### config.mk
export PLATFORM = sky130hd
export DESIGN_NAME = vga_timing_gen
export DESIGN_NICKNAME = d
export VERILOG_FILES = /design/src/rtl/vga_timing_gen.sv
export SDC_FILE = /design/constraint.sdc
export NUM_CORES = 1
export LEC_CHECK = 0
export BUFFER_PORTS_ARGS = -buffer_cell sky130_fd_sc_hd__buf_2
export CORE_UTILIZATION = 48
export CTS_CLUSTER_DIAMETER = 150
export DETAILED_ROUTE_END_ITERATION = 16
export PLACE_DENSITY = 0.75
export SYNTH_ARGS = -nofsm -noshare
export SYNTH_HDL_FRONTEND = slang
export SYNTH_SLANG_ARGS = --single-unit
### constraint.sdc
create_clock -name clock -period 2.3 [get_ports clock]
set_clock_uncertainty 0.1 [all_clocks]
set_input_delay 0.345 -clock clock [delete_from_list [all_inputs] [get_ports clock]]
set_output_delay 0.345 -clock clock [all_outputs]
set_load 0.01 [all_outputs]
### src/rtl/vga_timing_gen.sv
// Raster scan timing generator: drives framebuffer reads; outputs appear 2 cycles after the counter position.
// No backpressure: rd_data is taken the cycle after rd_en and the scan never stalls.
module vga_timing_gen #(
   parameter int H_ACTIVE = 400,
   parameter int H_FP     = 16,
   parameter int H_SYNC   = 48,
   parameter int H_BP     = 64,
   parameter int V_ACTIVE = 300,
   parameter int V_FP     = 3,
   parameter int V_SYNC   = 4,
   parameter int V_BP     = 13
) (
   input  logic        clock,
   input  logic        reset,
   input  logic        en,
   input  logic [16:0] fb_base,
   output logic        rd_en,
   output logic [16:0] rd_addr,
   input  logic [11:0] rd_data,
   output logic        dat_hsync,
   output logic        dat_vsync,
   output logic [3:0]  dat_vga_r,
   output logic [3:0]  dat_vga_g,
   output logic [3:0]  dat_vga_b,
   output logic        frame_start
);

   localparam int H_TOTAL = H_ACTIVE + H_FP + H_SYNC + H_BP;
   localparam int V_TOTAL = V_ACTIVE + V_FP + V_SYNC + V_BP;
   localparam int HW = $clog2(H_TOTAL);
   localparam int VW = $clog2(V_TOTAL);

   localparam logic [HW-1:0] H_ACT_END  = HW'(H_ACTIVE);
   localparam logic [HW-1:0] H_SYNC_BEG = HW'(H_ACTIVE + H_FP);
   localparam logic [HW-1:0] H_SYNC_END = HW'(H_ACTIVE + H_FP + H_SYNC);
   localparam logic [HW-1:0] H_LAST     = HW'(H_TOTAL - 1);
   localparam logic [VW-1:0] V_ACT_END  = VW'(V_ACTIVE);
   localparam logic [VW-1:0] V_SYNC_BEG = VW'(V_ACTIVE + V_FP);
   localparam logic [VW-1:0] V_SYNC_END = VW'(V_ACTIVE + V_FP + V_SYNC);
   localparam logic [VW-1:0] V_LAST     = VW'(V_TOTAL - 1);

   typedef enum logic [1:0] {ST_RST, ST_IDLE, ST_SCAN} state_t;

   state_t          state, state_nxt;
   logic            scan;
   logic [HW-1:0]   h_cnt;
   logic [VW-1:0]   v_cnt;
   logic [16:0]     addr_q;
   logic            active, h_wrap, v_wrap, h_sync_on, v_sync_on, at_origin;
   logic            s1_vld, s1_hs, s1_vs, s1_fs;

   // The cycle after reset never scans, so that the first frame sees a fresh fb_base in addr_q.
   always_ff @(posedge clock) begin
      if (reset) state <= ST_RST;
      else       state <= state_nxt;
   end

   always_comb begin
      state_nxt = state;
      scan      = 1'b0;
      case (state)
         ST_RST:  state_nxt = ST_IDLE;
         ST_IDLE: begin
            scan = en;
            if (en) state_nxt = ST_SCAN;
         end
         ST_SCAN: begin
            scan = en;
            if (!en) state_nxt = ST_IDLE;
         end
         default: state_nxt = ST_RST;
      endcase
   end

   assign active    = (h_cnt < H_ACT_END) && (v_cnt < V_ACT_END);
   assign h_wrap    = (h_cnt == H_LAST);
   assign v_wrap    = (v_cnt == V_LAST);
   assign h_sync_on = (h_cnt >= H_SYNC_BEG) && (h_cnt < H_SYNC_END);
   assign v_sync_on = (v_cnt >= V_SYNC_BEG) && (v_cnt < V_SYNC_END);
   assign at_origin = (h_cnt == '0) && (v_cnt == '0);

   assign rd_en   = scan && active;
   assign rd_addr = addr_q;

   // While not scanning, addr_q tracks fb_base so a restart begins at the latest base.
   always_ff @(posedge clock) begin
      if (reset) begin
         h_cnt  <= '0;
         v_cnt  <= '0;
         addr_q <= '0;
      end else if (!scan) begin
         h_cnt  <= '0;
         v_cnt  <= '0;
         addr_q <= fb_base;
      end else begin
         h_cnt <= h_wrap ? '0 : h_cnt + 1'b1;
         if (h_wrap) v_cnt <= v_wrap ? '0 : v_cnt + 1'b1;
         if (h_wrap && v_wrap) addr_q <= fb_base;
         else if (active)      addr_q <= addr_q + 17'd1;
      end
   end

   // Two-stage delay keeps sync/blanking aligned with rd_data; both stages flush when scanning stops.
   always_ff @(posedge clock) begin
      if (reset || !scan) begin
         s1_vld      <= 1'b0;
         s1_hs       <= 1'b1;
         s1_vs       <= 1'b1;
         s1_fs       <= 1'b0;
         dat_hsync   <= 1'b1;
         dat_vsync   <= 1'b1;
         dat_vga_r   <= 4'd0;
         dat_vga_g   <= 4'd0;
         dat_vga_b   <= 4'd0;
         frame_start <= 1'b0;
      end else begin
         s1_vld      <= active;
         s1_hs       <= !h_sync_on;
         s1_vs       <= !v_sync_on;
         s1_fs       <= at_origin;
         dat_hsync   <= s1_hs;
         dat_vsync   <= s1_vs;
         dat_vga_r   <= s1_vld ? rd_data[11:8] : 4'd0;
         dat_vga_g   <= s1_vld ? rd_data[7:4]  : 4'd0;
         dat_vga_b   <= s1_vld ? rd_data[3:0]  : 4'd0;
         frame_start <= s1_fs;
      end
   end

endmodule
==> results of run 1 <==
timing repair:
action,4_1_cts,5_1_grt
pin swaps,0,0
resized for setup,1,2
endpoints found under the setup margin,1,2
buffers inserted,0,1
per-layer routing:
layer	share of wire (%)	global-route usage, %
met5	0	0
met4	2.0	11.15
met3	6.8	5.595
met2	44	34.20
met1	47	27.06
final timing paths:
kind / from / to / slack (ps) / cells past startpoint
max: state[1] / rd_en / 140 / 6
min: rd_data[9] / dat_vga_r[1] / 130 / 2
max reg2reg: h_cnt[4] / rd_addr[1] / 160 / 5
min reg2reg: s1_vs / dat_vsync / 320 / 1
stage by stage:
step | total power, W | hold WS, ps | cell area, um^2 | instances
after floorplan | 0.001656 | 289.9 | 2691 | 306
after global placement | 0.001899 | 295.8 | 3136 | 442
after detailed placement | 0.001919 | 296.9 | 3136 | 442
after CTS | 0.002721 | 126.0 | 3307 | 458
after global routing | 0.002907 | 130.0 | 3328 | 459
final | 0.002753 | 134.9 | 3328 | 459
worst reg2reg max path: stages, from the launching register on:
cell and delay [ps]:
dfxtp_1 360, or3_4 420, or4_4 490, o2111a_1 360, a222oi_1 240, nor2_1 60
final cells by class:
cell class	instances	area, um^2
multi-input cells	225	1456
well taps	70	87.58
flip-flops and latches	57	1142
fillers	466	1909
repair buffers	77	417.9
clock inverters	7	47.55
clock buffers	9	123.9
inverters	14	52.55
Yosys cell counts (all sizes together) (8+ instances only):
cell type   n
xnor2      13
o21ai      12
and3       21
nand3      15
nand2      20
or3         8
ha         10
nand4      10
dfxtp      57
inv        14
xor2        8
nor2       30
a21oi      14
logic make-up (layout without fill, tap and decap cells):
logic type	after synthesis	after routing	synth area share, %
buf+inv	24	107	3.952
xor+xnor	21	21	6.834
flops	57	57	42.40
fa+ha+maj	10	10	4.649
simple gates	134	134	26.83
compound gates	54	54	13.06
mux	6	6	2.278
sequential cells by signal (all words and copies together) (netlist names):
name / cells
dat_vga_b: 4
dat_vsync: 1
s1_vs: 1
state: 2
dat_hsync: 1
rd_addr: 17
dat_vga_g: 4
h_cnt: 10
s1_fs: 1
frame_start: 1
dat_vga_r: 4
s1_hs: 1
v_cnt: 9
s1_vld: 1
power by group:
part	internal [W]	total, W	switching (W)
registers	0.00109	0.00121	0.000118
logic	0.000321	0.000739	0.000417
clock network	0.000387	0.000807	0.000420
==> impl_results.md, run 1 <==
* Synth cell types at 50
* Crit-path cells: inv_1 > ha_4 > and3b_1 > o211ai_1 > inv_2 > buf_2
* Worst setup EP type: primary output
* DRC Markers at 0
* Leakage at 1.429 nW
* Height of the die at 76.88 um
* Number of synthesized flops with an enable pin at 0
* P per Cell Area at 827.3 mW/mm^2
* Root Driver: clkbuf_8
* Setup TNS at 0 ps
* Endpoints failing hold at 0
* Nets at 426
* Worst path max stage delay at 370 ps
* Die X at 76.88 um
* Share of post-route cells with drive strength above 1 at 26.74%
* Ys Warns at 0
* Cts hold-fix bufs at 0
* Data arrival, critical path at 1720 ps
* Final core occ at 63.55%
* Post-Syn Instances at ~310
* Worst path top cell family by delay: buffers and inverters
* CP Launch Type: register
* Crit path kind: reg2out
* Io pins at 65
* Worst vdd ir at 564.0 uV
* Initial antenna violation count at 0
* RSZ-0062 raised after global routing: false
* Asr flop ratio synth at 0%
* Routed WL at 6346 um
* Most frequent cells in the layout: buf_2, dfxtp_1, nor2_1, nand2_1, and3_1
* Gr ovfl total at 0
* Synth-to-layout area growth at 23.66%
* CTS max path bufs at 2
* Synth area leaders: dfxtp_1, and3_1, ha_1
* Relative slew slack at 52.32%
* ANT nets after route at 0
* Inserted Diodes at 0
* Initial DRC Count at 122
* Status: finished clean
* Ys flop type: dfxtp_1
* Starting Density at 51.39%
* # H-tree levels at 3
* Hold/Removal Path Class: in2reg
* Worst Path Buf+Inv at 3
* Pins Over Slew Limit at 0
* Setup-failing EPs final at 0
* Syn Nets at 348
* Yosys reg bits at 57
* Final Cycle Share at 93.91%
* Cell taking the most area after synthesis: dfxtp_1
* Maxcap violations at 0
* Worst-path clk slew at ~70 ps
* Worst skew pair latency at 340 ps
* Final min period at 2160 ps
* Row cnt at 26
* Via/cell ratio at 5.521
* Most common cell after layout, fill and taps aside: buf_2
* Sequential area share after synthesis at 42.40%
* Syn_area_per_cell at 8.795 um^2
* Vias in the first global route at about 2,300
* CTS Buf Count at 9
* Via count at 2,534
* First-pass GRT wire length at a little over 10,000 um
* All-Layer GR Usage at 21.67%
* Core area at 0.005238 mm^2
* CP max FO at 4
* Setup WS post-layout at between 100 and 150 ps
* Port Buf Inserts at between 60 and 70
* Mapped cell area at 0.002691 mm^2
* Max Fclk at 0.4630 GHz
* Required @ worst endpoint at 1860 ps
* Total Die Area at 0.005911 mm^2
* Gp weighted congestion at 0.8735
* Synth top area share at between 40% and 50%
* Routed WL per cell at 13.83 um
* Pre-CTS WS at 175.5 ps
* CTS tree: done
* TritonRoute pass-1 iters at 5
* Clk sinks at 57
* Pin count of the biggest net entering global routing at 18
* Slew @ Worst Pin at just over 700 ps
* Post-detail-place hpwl at about 4600 um
* Critical-path top delay cell: dfxtp_1
Note: power is estimated with default switching activity, not from simulation.
==> run 2, diff against run 1 <==
--- a/config.mk
+++ b/config.mk
@@ -6,10 +6,10 @@
 export NUM_CORES = 1
 export LEC_CHECK = 0
 export BUFFER_PORTS_ARGS = -buffer_cell sky130_fd_sc_hd__buf_2
-export CORE_UTILIZATION = 48
+export CORE_UTILIZATION = 30
 export CTS_CLUSTER_DIAMETER = 150
 export DETAILED_ROUTE_END_ITERATION = 16
-export PLACE_DENSITY = 0.75
+export PLACE_DENSITY = 0.51
 export SYNTH_ARGS = -nofsm -noshare
 export SYNTH_HDL_FRONTEND = slang
 export SYNTH_SLANG_ARGS = --single-unit
==> run 2 against run 1 <==
First-iteration DRC count decreased by 1.6%. Global-route usage shrank 6.5 points. Worst setup slack lost 14 ps. Total power increased by 6.2%. Via count down 1.9%.
==> impl_results.md, run 2 (synthesis results as in run 1) <==
* Status: finished clean (unchanged)
* Share of post-route cells with drive strength above 1 at 27.30% (was 26.74%)
* Row cnt at 34 (was 26)
* TritonRoute pass-1 iters at 4 (was 5)
* Vias in the first global route at 2,330 (was 2,293)
* Setup WS post-layout at 125.8 ps (was 140.0 ps)
* Initial DRC Count at 120 (was 122)
* Most frequent cells in the layout: buf_2, dfxtp_1, nor2_1, nand2_1, and3_1 (unchanged)
* Routed WL at 6727 um (was 6346 um)
* Worst-path clk slew at 80 ps (was 70 ps)
* Crit path kind: reg2out (unchanged)
* Crit-path cells: inv_1 > ha_1 > and3b_1 > o211ai_1 > inv_2 > buf_2 (was inv_1 > ha_4 > and3b_1 > o211ai_1 > inv_2 > buf_2)
* Gr ovfl total at 0 (unchanged)
* Synth-to-layout area growth at 27.85% (was 23.66%)
* Hold/Removal Path Class: in2reg (unchanged)
* Pins Over Slew Limit at 0 (unchanged)
* R2r setup slk at 130 ps (was 160 ps)
* Max FFs per register at 17 (unchanged)
* Root Driver: clkbuf_8 (unchanged)
* Max Fclk at 0.4599 GHz (was 0.4630 GHz)
* Clk sinks at 57 (unchanged)
* Relative slew slack at 67.93% (was 52.32%)
* Height of the die at 96.72 um (was 76.88 um)
* Die X at 96.72 um (was 76.88 um)
* Pre-CTS WS at 101.5 ps (was 175.5 ps)
* First-pass GRT wire length at 11,290 um (was 10,210 um)
* Worst Path Buf+Inv at 3 (unchanged)
* ANT nets after route at 0 (unchanged)
* Final min period at 2174 ps (was 2160 ps)
* Final core occ at 39.45% (was 63.55%)
* # H-tree levels at 3 (unchanged)
* Routed WL per cell at 13.45 um (was 13.83 um)
* Worst path top cell family by delay: flip-flops (was buffers and inverters)
* Maxcap violations at 0 (unchanged)
* Port Buf Inserts at 64 (unchanged)
* RSZ-0062 raised after global routing: false (unchanged)
* Total Die Area at 0.009354 mm^2 (was 0.005911 mm^2)
* Gp weighted congestion at 0.7636 (was 0.8735)
* P per Cell Area at 850.2 mW/mm^2 (was 827.3 mW/mm^2)
* Worst vdd ir at 526.2 uV (was 564.0 uV)
* Worst setup EP type: primary output (unchanged)
* Most common cell after layout, fill and taps aside: buf_2 (unchanged)
* Slew @ Worst Pin at 477.4 ps (was 715.2 ps)
* Via/cell ratio at 4.972 (was 5.521)
* CP Launch Type: register (unchanged)
* Final Cycle Share at 94.53% (was 93.91%)
* Post-detail-place hpwl at 4857 um (was 4592 um)
* Starting Density at 30.86% (was 51.39%)
* CTS Buf Count at 9 (unchanged)
* Via count at 2,486 (was 2,534)
* DRC Markers at 0 (unchanged)
* Endpoints failing hold at 0 (unchanged)
* CTS tree: done (unchanged)
* Data arrival, critical path at 1730 ps (was 1720 ps)
* Required @ worst endpoint at 1860 ps (about the same)
* Nets at 429 (was 426)
* Pin count of the biggest net entering global routing at 19 (was 18)
* Leakage at 1.472 nW (was 1.429 nW)
* Initial antenna violation count at 0 (unchanged)
* Worst path max stage delay at 380 ps (was 370 ps)
* All-Layer GR Usage at 15.20% (was 21.67%)
* Critical-path top delay cell: dfxtp_1 (unchanged)
* Worst skew pair latency at 350 ps (was 340 ps)
* Crit path depth at 6 (unchanged)
* Hold path depth at 2 (unchanged)
* Tot Pwr at 0.002925 W (was 0.002753 W)
* CTS max path bufs at 2 (unchanged)
* Setup-failing EPs final at 0 (unchanged)
* Inserted Diodes at 0 (unchanged)
* Cts hold-fix bufs at 0 (unchanged)
* Io pins at 65 (unchanged)
* CP max FO at 4 (unchanged)
* Setup TNS at 0 ps (unchanged)
* R2R cell count at 7 (was 5)
* Core area at 0.008721 mm^2 (was 0.005238 mm^2)
-- run 2: cell type report --
cell class | instances | area [um^2]
fillers | 896 | 5280
multi-input cells | 225 | 1451
flip-flops and latches | 57 | 1142
repair buffers | 80 | 452.9
clock buffers | 12 | 155.1
well taps | 108 | 135.1
inverters | 14 | 52.55
clock inverters | 4 | 51.30
-- run 2: worst paths after layout --
check,end,start
min,dat_vga_b[3],rd_data[3]
min reg2reg,dat_vsync,s1_vs
max,rd_en,state[1]
max reg2reg,rd_addr[5],state[1]
-- run 2: what timing repair did --
action | CTS | global route
resized for setup | 2 | 3
buffers inserted | 1 | 1
endpoints found under the setup margin | 1 | 11
pin swaps | 0 | 0
-- run 2: report_power, final --
part / total [W] / leakage (nW) / switching, W / internal (W)
combinational: 0.000743 / 0.904 / 0.000408 / 0.000335
sequential: 0.00121 / 0.465 / 0.000122 / 0.00109
clock: 0.000970 / 0.103 / 0.000411 / 0.000559
total: 0.00293 / 1.47 / 0.000941 / 0.00198
-- run 2: per-layer routing --
metal	wire [um]	share of wire [%]	track usage [%]	vias to the layer above
met1	3197	48	19.16	1157
met4	124	1.8	6.429	0
met5	0	0	0	-
met2	3079	46	23.35	52
met3	326	4.8	5.491	9
li1	-	-	-	1268
-- run 2: worst reg2reg max path: stages, from the launching register on --
cell and delay, ps:
dfxtp_1 380, inv_1 100, ha_1 340, and3b_1 170
o211ai_1 130, buf_4 180, or4_1 500, a31oi_1 190
-- run 2: stage by stage --
stage               instances  hold WS (ps)  instance area (um^2)
floorplan                 306         289.9                  2691
global placement          482         297.9                  3211
finish                    500         121.4                  3441
global route              500         103.9                  3441
detailed placement        482         299.1                  3211
CTS                       499         113.5                  3430
==> run 3, diff against run 2 <==
--- a/config.mk
+++ b/config.mk
@@ -6,6 +6,7 @@
 export NUM_CORES = 1
 export LEC_CHECK = 0
 export BUFFER_PORTS_ARGS = -buffer_cell sky130_fd_sc_hd__buf_2
+export CORE_MARGIN = 2
 export CORE_UTILIZATION = 30
 export CTS_CLUSTER_DIAMETER = 150
 export DETAILED_ROUTE_END_ITERATION = 16
==> run 3 against run 2 <==
Clock power fell by 3.7%. Largest cell class unchanged. Largest power group unchanged. Worst setup slack improved by 34 ps. Critical endpoint unchanged. Sequential share of layout area rose by 0.13 points.
==> impl_results.md, run 3 (synthesis results as in run 1) <==
* Post-detail-place hpwl at 5061 um (was 4857 um)
* Switching pwr at 0.0009527 W (was 0.0009406 W)
* Root Driver: clkbuf_8 (unchanged)
* Sw Ratio at 32.82% (was 32.15%)
* All-Layer GR Usage at 14.98% (was 15.20%)
* Worst setup EP type: primary output (unchanged)
* Initial DRC Count at 97 (was 120)
* Gr ovfl total at 0 (unchanged)
* CTS Buf Count at 9 (unchanged)
* Relative slew slack at 70.86% (was 67.93%)
* Leakage at 1.464 nW (was 1.472 nW)
* Synth-to-layout area growth at 27.34% (was 27.85%)
* Share of post-route cells with drive strength above 1 at 27.18% (was 27.30%)
* Height of the die at 98.72 um (was 96.72 um)
* Die X at 98.72 um (was 96.72 um)
* Slew @ Worst Pin at 433.0 ps (was 477.4 ps)
* Critical-path top delay cell: dfxtp_1 (unchanged)
* Nets at 428 (was 429)
* R2r setup slk at 170 ps (was 130 ps)
* Io pins at 65 (unchanged)
* TritonRoute pass-1 iters at 4 (unchanged)
* Final min period at 2140 ps (was 2174 ps)
* CP max FO at 4 (unchanged)
* Crit path depth at 6 (unchanged)
* Port Buf Inserts at 64 (unchanged)
* Crit-path cells: inv_1 > ha_4 > and3b_1 > o211ai_1 > inv_2 > buf_2 (was inv_1 > ha_1 > and3b_1 > o211ai_1 > inv_2 > buf_2)
* First-pass GRT wire length at 11,650 um (was 11,290 um)
* R2R cell count at 5 (was 7)
* Worst Path Buf+Inv at 3 (unchanged)
* Via count at 2,489 (was 2,486)
* Final Cycle Share at 93.06% (was 94.53%)
* Status: finished clean (unchanged)
* Endpoints failing hold at 0 (unchanged)
* Gp weighted congestion at 0.8192 (was 0.7636)
* DRC Markers at 0 (unchanged)
* Row cnt at 34 (unchanged)
* Setup-failing EPs final at 0 (unchanged)
* Worst-path clk slew at 70 ps (was 80 ps)
* Hold/Removal Path Class: in2reg (unchanged)
* # H-tree levels at 3 (unchanged)
* Worst path top cell family by delay: buffers and inverters (was flip-flops)
* Seq pwr share at 41.8% (was 41.4%)
* CP Launch Type: register (unchanged)
* Required @ worst endpoint at 1860 ps (about the same)
* Routed WL at 6960 um (was 6727 um)
* ANT nets after route at 0 (unchanged)
* Max FFs per register at 17 (unchanged)
* Most frequent cells in the layout: buf_2, dfxtp_1, nor2_1, nand2_1, and3_1 (unchanged)
* RSZ-0062 raised after global routing: false (unchanged)
* Inserted Diodes at 0 (unchanged)
* CTS tree: done (unchanged)
* Design area at 0.003427 mm^2 (was 0.003441 mm^2)
* Clk pwr share at 32.2% (was 33.2%)
* Setup TNS at 0 ps (unchanged)
* Cts hold-fix bufs at 0 (unchanged)
* Via/cell ratio at 4.998 (was 4.972)
* Core area at 0.008721 mm^2 (unchanged)
* Routed WL per cell at 13.98 um (was 13.45 um)
* Vias in the first global route at 2,414 (was 2,330)
* Total Die Area at 0.009745 mm^2 (was 0.009354 mm^2)
* Int Power at 0.001950 W (was 0.001985 W)
* Max Fclk at 0.4672 GHz (was 0.4599 GHz)
* Crit path kind: reg2out (unchanged)
* Worst skew pair latency at 330 ps (was 350 ps)
* P per Cell Area at 847.0 mW/mm^2 (was 850.2 mW/mm^2)
* Hold path depth at 2 (unchanged)
* Pin count of the biggest net entering global routing at 19 (unchanged)
* Worst vdd ir at 445.2 uV (was 526.2 uV)
* Clk sinks at 57 (unchanged)
* Most common cell after layout, fill and taps aside: buf_2 (unchanged)
* Initial antenna violation count at 0 (unchanged)
* Worst path max stage delay at 370 ps (was 380 ps)
* Starting Density at 30.86% (unchanged)
* Pins Over Slew Limit at 0 (unchanged)
* CTS max path bufs at 2 (unchanged)
* Data arrival, critical path at 1700 ps (was 1730 ps)
* Post-DP Area at 0.003211 mm^2 (unchanged)
* Maxcap violations at 0 (unchanged)
* Combinational share of power at 26.1% (was 25.4%)
-- run 3: worst register-to-register path: stages (launching register included) --
cell	delay (ps)
dfxtp_1	360
or3_4	410
or4_4	490
o2111a_2	340
a222oi_1	260
nor2_1	60
-- run 3: cell type report --
type / instances / area, um^2
Fill cell: 897 / 5294
Tap cell: 108 / 135.1
Multi-Input combinational cell: 225 / 1458
Inverter: 14 / 52.55
Timing Repair Buffer: 79 / 445.4
Clock inverter: 5 / 56.30
Clock buffer: 10 / 137.6
Sequential cell: 57 / 1142
-- run 3: path summary, 6_finish.rpt --
| path | from | endpoint |
|---|---|---|
| min | rd_data[5] | dat_vga_g[1] |
| max reg2reg | h_cnt[4] | rd_addr[1] |
| max | state[1] | rd_en |
| min reg2reg | s1_vs | dat_vsync |
-- run 3: layer usage --
metal / routed length (um) / up-vias / track usage [%] / part of all wire (%)
met5: 0 / - / 0 / 0
met1: 3355 / 1144 / 19.61 / 48
li1: - / 1271 / - / -
met4: 101 / 0 / 5.585 / 1.5
met3: 363 / 7 / 4.610 / 5.2
met2: 3139 / 67 / 23.29 / 45
-- run 3: metrics by stage --
step	std cells	worst slack [ps]	util [%]	hold slack, ps	total power (W)
6_report	498	159.6	39.30	137.5	0.002903
5_1_grt	498	17.96	39.30	115.4	0.003084
4_1_cts	497	20.32	39.04	116.9	0.002894
3_5_place_dp	482	158.1	36.81	296.9	0.001950
3_3_place_gp	482	166.7	36.81	296.8	0.001948
2_1_floorplan	306	159.3	-	289.9	0.001656
-- run 3: what timing repair did --
item                       CTS  global route
setup endpoints to repair    1             2
pin swaps                    0             1
gates resized for setup      1             4
setup buffers                0             1
-- run 3: power by group through the flow --
stage | clock network (W) | logic [W] | registers [W]
global placement | 0 | 0.000716 | 0.00123
CTS | 0.000963 | 0.000721 | 0.00121
finish | 0.000934 | 0.000757 | 0.00121
global route | 0.00100 | 0.000851 | 0.00123
floorplan | 0 | 0.000422 | 0.00123
detailed placement | 0 | 0.000719 | 0.00123
